===== src/rtl/motion_pkg.sv =====
// motion_pkg: shared types and constants for the motion highlight stage.
package motion_pkg;
   typedef enum logic {S_READ = 1'b0, S_WRITE = 1'b1} state_t;
   typedef logic [23:0] pixel_t;
   localparam logic MASK_STILL = 1'b1;
   localparam pixel_t HIGHLIGHT_DEFAULT = 24'hFF0000;
endpackage


===== src/rtl/frame_counter.sv =====
// frame_counter: raster position tracking and per-frame motion pixel tally.
module frame_counter #(
   parameter int WIDTH = 720,
   parameter int HEIGHT = 540,
   localparam int CNT_W = $clog2(WIDTH * HEIGHT + 1)
) (
   input  logic             clock,
   input  logic             reset,
   input  logic             advance,
   input  logic             is_motion,
   output logic             last_pixel,
   output logic             frame_done,
   output logic [CNT_W-1:0] motion_count
);
   localparam int COL_W = $clog2(WIDTH + 1);
   localparam int ROW_W = $clog2(HEIGHT + 1);
   logic [COL_W-1:0] col;
   logic [ROW_W-1:0] row;
   logic [CNT_W-1:0] acc;
   logic [CNT_W-1:0] acc_next;
   logic             end_of_line;
   assign end_of_line = col == COL_W'(WIDTH - 1);
   assign last_pixel = end_of_line && row == ROW_W'(HEIGHT - 1);
   assign acc_next = acc + CNT_W'(is_motion);
   // acc_next includes the pixel being written, so the published count covers the whole frame
   always_ff @(posedge clock or posedge reset) begin
      if (reset) begin
         col <= '0;
         row <= '0;
         acc <= '0;
         motion_count <= '0;
         frame_done <= 1'b0;
      end else begin
         frame_done <= advance && last_pixel;
         if (advance) begin
            if (last_pixel) begin
               col <= '0;
               row <= '0;
               acc <= '0;
               motion_count <= acc_next;
            end else begin
               col <= end_of_line ? '0 : col + 1'b1;
               row <= end_of_line ? row + 1'b1 : row;
               acc <= acc_next;
            end
         end
      end
   end
endmodule


===== src/rtl/highlight.sv =====
// highlight: merges mask and pixel streams, replacing motion pixels with a highlight colour.
module highlight
   import motion_pkg::*;
#(
   parameter int     WIDTH = 720,
   parameter int     HEIGHT = 540,
   parameter pixel_t HIGHLIGHT = HIGHLIGHT_DEFAULT,
   localparam int    CNT_W = $clog2(WIDTH * HEIGHT + 1)
) (
   input  logic             clock,
   input  logic             reset,
   output logic             mask_rd_en,
   input  logic             mask_empty,
   input  logic             mask_dout,
   output logic             pix_rd_en,
   input  logic             pix_empty,
   input  logic [23:0]      pix_dout,
   output logic             out_wr_en,
   input  logic             out_full,
   output logic [23:0]      out_din,
   output logic [CNT_W-1:0] motion_count,
   output logic             frame_done
);
   state_t state;
   state_t state_next;
   pixel_t pixel_q;
   logic   motion_q;
   logic   avail;
   logic   last_pixel;
   assign avail = !mask_empty && !pix_empty;
   always_ff @(posedge clock or posedge reset) begin
      if (reset) state <= S_READ;
      else state <= state_next;
   end
   always_comb begin
      state_next = S_READ;
      case (state)
         S_READ:  state_next = avail ? S_WRITE : S_READ;
         S_WRITE: state_next = out_full ? S_WRITE : S_READ;
         default: state_next = S_READ;
      endcase
   end
   // strobes are held low while reset is asserted so nothing is popped or pushed during it
   always_comb begin
      mask_rd_en = 1'b0;
      pix_rd_en = 1'b0;
      out_wr_en = 1'b0;
      case (state)
         S_READ: begin
            mask_rd_en = avail && !reset;
            pix_rd_en = avail && !reset;
         end
         S_WRITE: out_wr_en = !out_full && !reset;
         default: out_wr_en = 1'b0;
      endcase
      out_din = out_wr_en ? pixel_q : '0;
   end
   always_ff @(posedge clock or posedge reset) begin
      if (reset) begin
         pixel_q <= '0;
         motion_q <= 1'b0;
      end else if (mask_rd_en) begin
         pixel_q <= mask_dout == MASK_STILL ? pix_dout : HIGHLIGHT;
         motion_q <= mask_dout != MASK_STILL;
      end
   end
   frame_counter #(.WIDTH(WIDTH), .HEIGHT(HEIGHT)) u_frame_counter (
      .clock(clock),
      .reset(reset),
      .advance(out_wr_en),
      .is_motion(motion_q),
      .last_pixel(last_pixel),
      .frame_done(frame_done),
      .motion_count(motion_count)
   );
   logic unused_last_pixel;
   assign unused_last_pixel = last_pixel;
endmodule


===== config.mk =====
export PLATFORM = sky130hd
export DESIGN_NAME = highlight
export DESIGN_NICKNAME = d
export VERILOG_FILES = /design/src/rtl/motion_pkg.sv /design/src/rtl/frame_counter.sv /design/src/rtl/highlight.sv
export SDC_FILE = /design/constraint.sdc
export NUM_CORES = 1
export LEC_CHECK = 0
export ABC_AREA = 1
export CELL_PAD_IN_SITES_DETAIL_PLACEMENT = 1
export CELL_PAD_IN_SITES_GLOBAL_PLACEMENT = 1
export CORE_MARGIN = 4
export CORE_UTILIZATION = 35
export CTS_CLUSTER_SIZE = 25
export DETAILED_ROUTE_END_ITERATION = 10
export PLACE_DENSITY_LB_ADDON = 0.1
export SYNTH_ARGS = -nofsm -noshare
export SYNTH_HDL_FRONTEND = slang
export SYNTH_SLANG_ARGS = --single-unit
export TNS_END_PERCENT = 30

===== constraint.sdc =====
create_clock -name clock -period 2.6 [get_ports clock]
set_input_delay 0.39 -clock clock [delete_from_list [all_inputs] [get_ports clock]]
set_output_delay 0.39 -clock clock [all_outputs]
set_load 0.03 [all_outputs]

==> flow_summary.toml, run 1 <==
[outcome]
outcome = "finished, final reports clean"

[worst_setup_path]
critPathCapture = "out_wr_en"
rr_endpoint = "u_frame_counter.acc[16]"
regToRegSetupSlack_ns = 0.71
worstPathArrival_ns = 1.75
critPathRequiredTime_ns = 2.21
timing.critical_path.cells = "clkdlybuf4s50_1 -> inv_4 -> nand3_4 -> inv_2 -> buf_4"
max_stage_delay_ns = 0.44
timing.critical_path.to_type = "output pin"
critical-path-slowest-cell = "sky130_fd_sc_hd__clkdlybuf4s50_1"
crit_path_max_fanout = 27
worst-r2r-cell-count = 11
r2r-start = "motion_q"
cp-startpoint = "reset"
critPathLaunchType = "input pin"
path_class = "in -> out"

[clock_network]
cts_tree = "yes"
cts.hold.buffers_added = 0
clock-sinks = 85
worstSkewPairLatency_ns = 0.34
cts_root_buf = "sky130_fd_sc_hd__clkbuf_16"
numCtsBuffers = 9
h-tree-depth = 3
cts.clk_slew.worst_paths_ns = 0.06
clock_path_buffers = 2
post-cts-setup-buffer-count = 0
post_cts_resized = 0

[detailed_routing]
met1_length_mm = 5.450
route.antenna.remaining_nets = 0
drt-wirelength-per-cell_um = 13.95
detailedRoute.firstPassIterationCount = 4
num_vias = 3797
routed-wl-met3_um = 429
wl_met2_mm = 5.256
vias_per_cell = 4.688
drtIter0Drc = 166
drcViolationCount = 0
total_routed_length_mm = 11.30
highest_layer = "met4"

[logic_synthesis]
synth-edff-count = 0
syn_area_per_cell_um2 = 7.823
synth.top_cells.by_count = "sky130_fd_sc_hd__nand2_1 (164), sky130_fd_sc_hd__dfrtp_1 (85), sky130_fd_sc_hd__nor2_1 (72)"
yosys-top-cells-area = "sky130_fd_sc_hd__dfrtp_1 (49%), sky130_fd_sc_hd__nand2_1 (14%), sky130_fd_sc_hd__nor2_1 (6.2%)"
synth.ff_latch_count = 85
yosysWarnings = 0
netlist_instances = 559
syn_area_mm2 = 0.004373
yosys_most_used_dff = "sky130_fd_sc_hd__dfrtp_1"
synth.yosys.seq_area_share_pct = 48.64
synth_top_area_share_pct = 48.64
synth.lib_cells_used.distinct = 36
post-synth-top-area-cell = "sky130_fd_sc_hd__dfrtp_1"
total_nets_after_synthesis = 593
synth.most_common_cell = "sky130_fd_sc_hd__nand2_1"
asyncSetResetFlopFracSynth_pct = 100.0

[die]
coreArea_mm2 = 0.01211
design.portCount = 77
die_width_um = 119.8
initial_core_util_pct = 36.11
die_h_um = 119.8
floorplan.rows = 40
dieArea_mm2 = 0.01435

[timing]
fin_crit_sh_pct = 82.35
setup_tns_ns = 0
period_minus_slack_ns = 2.141
finalHoldViolCount = 0
worst_slew_pin_slew_ns = 1.114
setup_violations = 0
grt_setup_unrepaired = "no"
finalMaxSlewViolations = 0
fin_hold_ws_ns = 0.4685
fmaxAchievable_mhz = 467.0
maxSlewHeadroom_pct = 25.73
finClkSkew_ns = 0.006386

[global_routing]
first_global_vias = 4093
grt_antenna_before_repair = 0
grt_max_degree = 86
grt_pass1_wl_mm = 19.95
gr-total-overflow = 0
grt_util_all_layers_pct = 17.10

[power_and_ir_drop]
power_density_mw_per_mm2 = 635.2
ir_drop_uv = 323.1
static-leakage-power_nw = 2.700

[place]
place_hpwl_mm = 8.302
place_inst = 794
port_buffers = 76
finalWeightedCongestion = 0.7836

[run]
timing.max_cap.violations = 0

[worst_hold_path]
timing.hold.worst.start = "u_frame_counter.motion_count[12]"
hold_class = "reg -> reg"

[final_layout]
n_antenna_cell = 0
area.growth.synth_to_final_pct = 27.53
fin_nets = 671
post_layout_nonfiller_instances = 810
layout-drive-gt1-share_pct = 13.08
fillerInstances = 1524
[worst min-delay path by stage]
stage,endpoint,slack (ns),depth (start not counted)
after floorplan,u_frame_counter.acc[0],0.46,2
after global placement,u_frame_counter.motion_count[12],0.46,2
after global routing,u_frame_counter.motion_count[17],0.51,2
after CTS,u_frame_counter.motion_count[12],0.47,2
after detailed placement,u_frame_counter.motion_count[12],0.46,2
final,u_frame_counter.motion_count[12],0.47,2
[kinds of logic (layout without fill, tap and decap cells)]
logic type | Yosys count | count (layout) | synth area share (%)
AO/OA/AOI/OAI | 65 | 65 | 7.926
XOR/XNOR | 12 | 12 | 2.403
adder cells (fa/ha/maj) | 4 | 4 | 1.145
buffers and inverters | 85 | 168 | 8.354
flip-flops | 85 | 85 | 48.64
AND/OR/NAND/NOR | 308 | 308 | 31.53
[state kept, by name, indices dropped and copies added, names as in the netlist]
name,count
u_frame_counter.motion_count,19
motion_q,1
u_frame_counter.acc,19
u_frame_counter.row,10
state,1
pixel_q,24
u_frame_counter.col,10
u_frame_counter.frame_done,1
[worst max-delay path, delay by kind of cell]
kind / cells / cell delay, ns
buf+inv: 4 / 1.06
simple gates: 1 / 0.29
[layer usage]
| metal | vias up | global-route usage [%] |
|---|---|---|
| met4 | 0 | 5.583 |
| met5 | - | 0 |
| li1 | 1901 | - |
| met2 | 73 | 27.58 |
| met1 | 1811 | 23.05 |
| met3 | 12 | 3.534 |
[layout by cell type, fill, tap and decap left out, types with 8 or more instances in the layout]
cell / Yosys / final
sky130_fd_sc_hd__nand2_1: 164 / 164
sky130_fd_sc_hd__dfrtp_1: 85 / 85
sky130_fd_sc_hd__nor2_1: 72 / 72
sky130_fd_sc_hd__inv_1: 62 / 62
sky130_fd_sc_hd__clkdlybuf4s50_1: 0 / 49
sky130_fd_sc_hd__buf_4: 2 / 30
sky130_fd_sc_hd__nand3_1: 27 / 27
sky130_fd_sc_hd__o21ai_0: 25 / 25
sky130_fd_sc_hd__o21ai_1: 20 / 20
sky130_fd_sc_hd__a21oi_1: 11 / 11
sky130_fd_sc_hd__nand2_2: 10 / 10
sky130_fd_sc_hd__nor3_1: 9 / 9
sky130_fd_sc_hd__clkbuf_16: 0 / 9
sky130_fd_sc_hd__inv_2: 9 / 8
[layout make-up]
type	instances	area [µm²]	share of cell area [%]
inverter	72	275.3	4.936
multi-input combinational	389	1881	33.72
clock inverter	6	108.9	1.952
sequential	85	2127	38.14
clock buffer	10	239.0	4.285
timing repair buffer	80	735.7	13.19
tap	168	210.2	3.769
[power breakdown]
| part | internal [W] | leakage, nW | switching, W |
|---|---|---|---|
| clock network | 0.000965 | 0.173 | 0.000533 |
| registers | 0.00147 | 1.08 | 0.000102 |
| logic | 0.000188 | 1.44 | 0.000282 |
| total | 0.00263 | 2.70 | 0.000917 |
[metrics by stage]
step                worst slack, ns  cell area, µm²  util [%]  total power [W]
floorplan                    0.1471            4375         -         0.001891
global placement             0.3388            5229     43.17         0.002047
detailed placement           0.2622            5229     43.17         0.002072
CTS                          0.4132            5577     46.04         0.003588
global route                 0.3454            5577     46.04         0.003732
finish                       0.4588            5577     46.04         0.003543
(Power assumes the default switching activity.)
==> run 2, diff against run 1 <==
CORE_UTILIZATION = 39   (was 35)
clock period = 2.1 ns   (was 2.6 ns; I/O delays follow)
==> run 2 against run 1 <==
Final cell count fell by 2.8%; flip-flop and latch count is the same; first-iteration DRC count stayed put; highest routed layer unchanged; sequential share of layout area is 0.66 points higher; via count is 1.9% higher; largest power group unchanged; worst setup slack worse by 0.38 ns.
==> flow_summary.toml, run 2 (same netlist as run 1, synthesis figures left out) <==
[die]
coreArea_mm2 = 0.01089
floorplan.rows = 38
die_h_um = 113.9
design.portCount = 77
die_width_um = 113.9
initial_core_util_pct = 40.16
dieArea_mm2 = 0.01297

[place]
place_hpwl_mm = 8.695
finalWeightedCongestion = 0.8209
placement.setup.worst_slack_ns = -0.008922
port_buffers = 76

[worst_setup_path]
path_class = "in -> out"
timing.critical_path.to_type = "output pin"
crit_path_max_fanout = 10
critPathRequiredTime_ns = 1.78
regToRegSetupSlack_ns = 0.25
worstPathArrival_ns = 1.70
critPathLaunchType = "input pin"

[clock_network]
numCtsBuffers = 9
post-cts-setup-buffer-count = 0
cts.hold.buffers_added = 0
cts.clk_slew.worst_paths_ns = 0.08
clock_path_buffers = 2
worstSkewPairLatency_ns = 0.36
cts_tree = "yes"
cts_root_buf = "sky130_fd_sc_hd__clkbuf_8"
clock-sinks = 85
h-tree-depth = 3

[detailed_routing]
vias_per_cell = 4.915
drcViolationCount = 0
drtIter0Drc = 166
num_vias = 3868
detailedRoute.firstPassIterationCount = 4
drt-wirelength-per-cell_um = 14.72
route.antenna.remaining_nets = 0
total_routed_length_mm = 11.59

[power_and_ir_drop]
ir_drop_uv = 287.4
static-leakage-power_nw = 2.667
power_density_mw_per_mm2 = 701.7

[global_routing]
gr-total-overflow = 0
grt_antenna_before_repair = 0
first_global_vias = 4165
grt_pass1_wl_mm = 20.21
grt_util_all_layers_pct = 19.29
grt_max_degree = 86

[timing]
finalMaxSlewViolations = 0
finClkSkew_ns = 0.01520
finalHoldViolCount = 0
grt_setup_unrepaired = "no"
period_minus_slack_ns = 2.017
worst_slew_pin_slew_ns = 0.4578
fin_hold_ws_ns = 0.4859
fin_ws_ns = 0.08263
fmaxAchievable_mhz = 495.7
setup_tns_ns = 0
setup_violations = 0
maxSlewHeadroom_pct = 69.48
fin_crit_sh_pct = 96.07

[final_layout]
mostFrequentLayoutCell = "sky130_fd_sc_hd__nand2_1"
area.growth.synth_to_final_pct = 25.35
n_antenna_cell = 0
reg.largest.list = "pixel_q: 24 flops, u_frame_counter.acc: 19 flops, u_frame_counter.motion_count: 19 flops"
layout.cells.most_common_list = "sky130_fd_sc_hd__nand2_1 (164), sky130_fd_sc_hd__dfrtp_1 (85), sky130_fd_sc_hd__nor2_1 (71)"
fillerInstances = 1339
layout-drive-gt1-share_pct = 13.76
largest_reg_flops = 24
fin_nets = 676
register_ranked_first_by_flip_flop_count = "pixel_q"

[outcome]
outcome = "finished, final reports clean"

[worst_hold_path]
hold_class = "reg -> reg"

[run]
timing.max_cap.violations = 0
## run 2: cell types whose count changed in the layout (fill, tap and decap cells not counted), sizes merged
| cell | change |
|---|---|
| clkbuf | +1 |
| clkinvlp | +1 |
| buf | +5 |
| bufinv | -1 |
| clkinv | -1 |
## run 2: where the power goes
group | internal (W) | leakage (nW) | switching (W) | total (W)
registers | 0.00182 | 1.08 | 0.000126 | 0.00195
clock network | 0.000706 | 0.110 | 0.000595 | 0.00130
logic | 0.000240 | 1.47 | 0.000359 | 0.000599
total | 0.00277 | 2.67 | 0.00108 | 0.00385
## run 2: cell type report
| cell class | count | area [µm²] | area share [%] |
|---|---|---|---|
| repair buffers | 85 | 785.8 | 14.33 |
| clock inverters | 5 | 81.33 | 1.484 |
| inverters | 72 | 280.3 | 5.113 |
| clock buffers | 11 | 141.4 | 2.579 |
| well taps | 140 | 175.2 | 3.196 |
| flip-flops and latches | 85 | 2127 | 38.80 |
| multi-input cells | 389 | 1891 | 34.49 |
## run 2: path summary, 6_finish.rpt
| check | start | end | depth (start not counted) |
|---|---|---|---|
| worst max register to register | u_frame_counter.col[0] | u_frame_counter.row[5] | 8 |
| worst min register to register | u_frame_counter.motion_count[18] | u_frame_counter.motion_count[18] | 2 |
| worst max-delay path | pix_empty | mask_rd_en | 5 |
| max in group asynchronous | reset | pixel_q[15] | 3 |
| worst min-delay path | u_frame_counter.motion_count[18] | u_frame_counter.motion_count[18] | 2 |
| min in group asynchronous | reset | u_frame_counter.motion_count[16] | 3 |
## run 2: timing repair
item	CTS	global route
gates resized for setup	1	1
pin swaps	0	0
hold endpoints to repair	0	0
setup endpoints to repair	2	5
## run 2: routing by layer
metal  global-route usage [%]  up-vias  wire, µm
li1                         -     1909         -
met1                    25.60     1856      5295
met2                    32.43       87      5617
met3                    3.130       16       481
met4                    6.017        0       193
met5                        0        -         0
## run 2: stage by stage
step / cell area (µm²) / utilization, % / power, W / std cells
after CTS: 5479 / 50.32 / 0.003886 / 787
after global routing: 5482 / 50.34 / 0.004063 / 787
after floorplan: 4380 / - / 0.002342 / 559
final: 5482 / 50.34 / 0.003846 / 787
after global placement: 5249 / 48.21 / 0.002540 / 771
after detailed placement: 5249 / 48.21 / 0.002579 / 771
## run 2: worst max-delay path: stages
cell and delay [ns]:
sky130_fd_sc_hd__clkdlybuf4s50_1 0.41, sky130_fd_sc_hd__nor2_1 0.32, sky130_fd_sc_hd__nand3_4 0.24, sky130_fd_sc_hd__inv_2 0.22
sky130_fd_sc_hd__buf_4 0.20
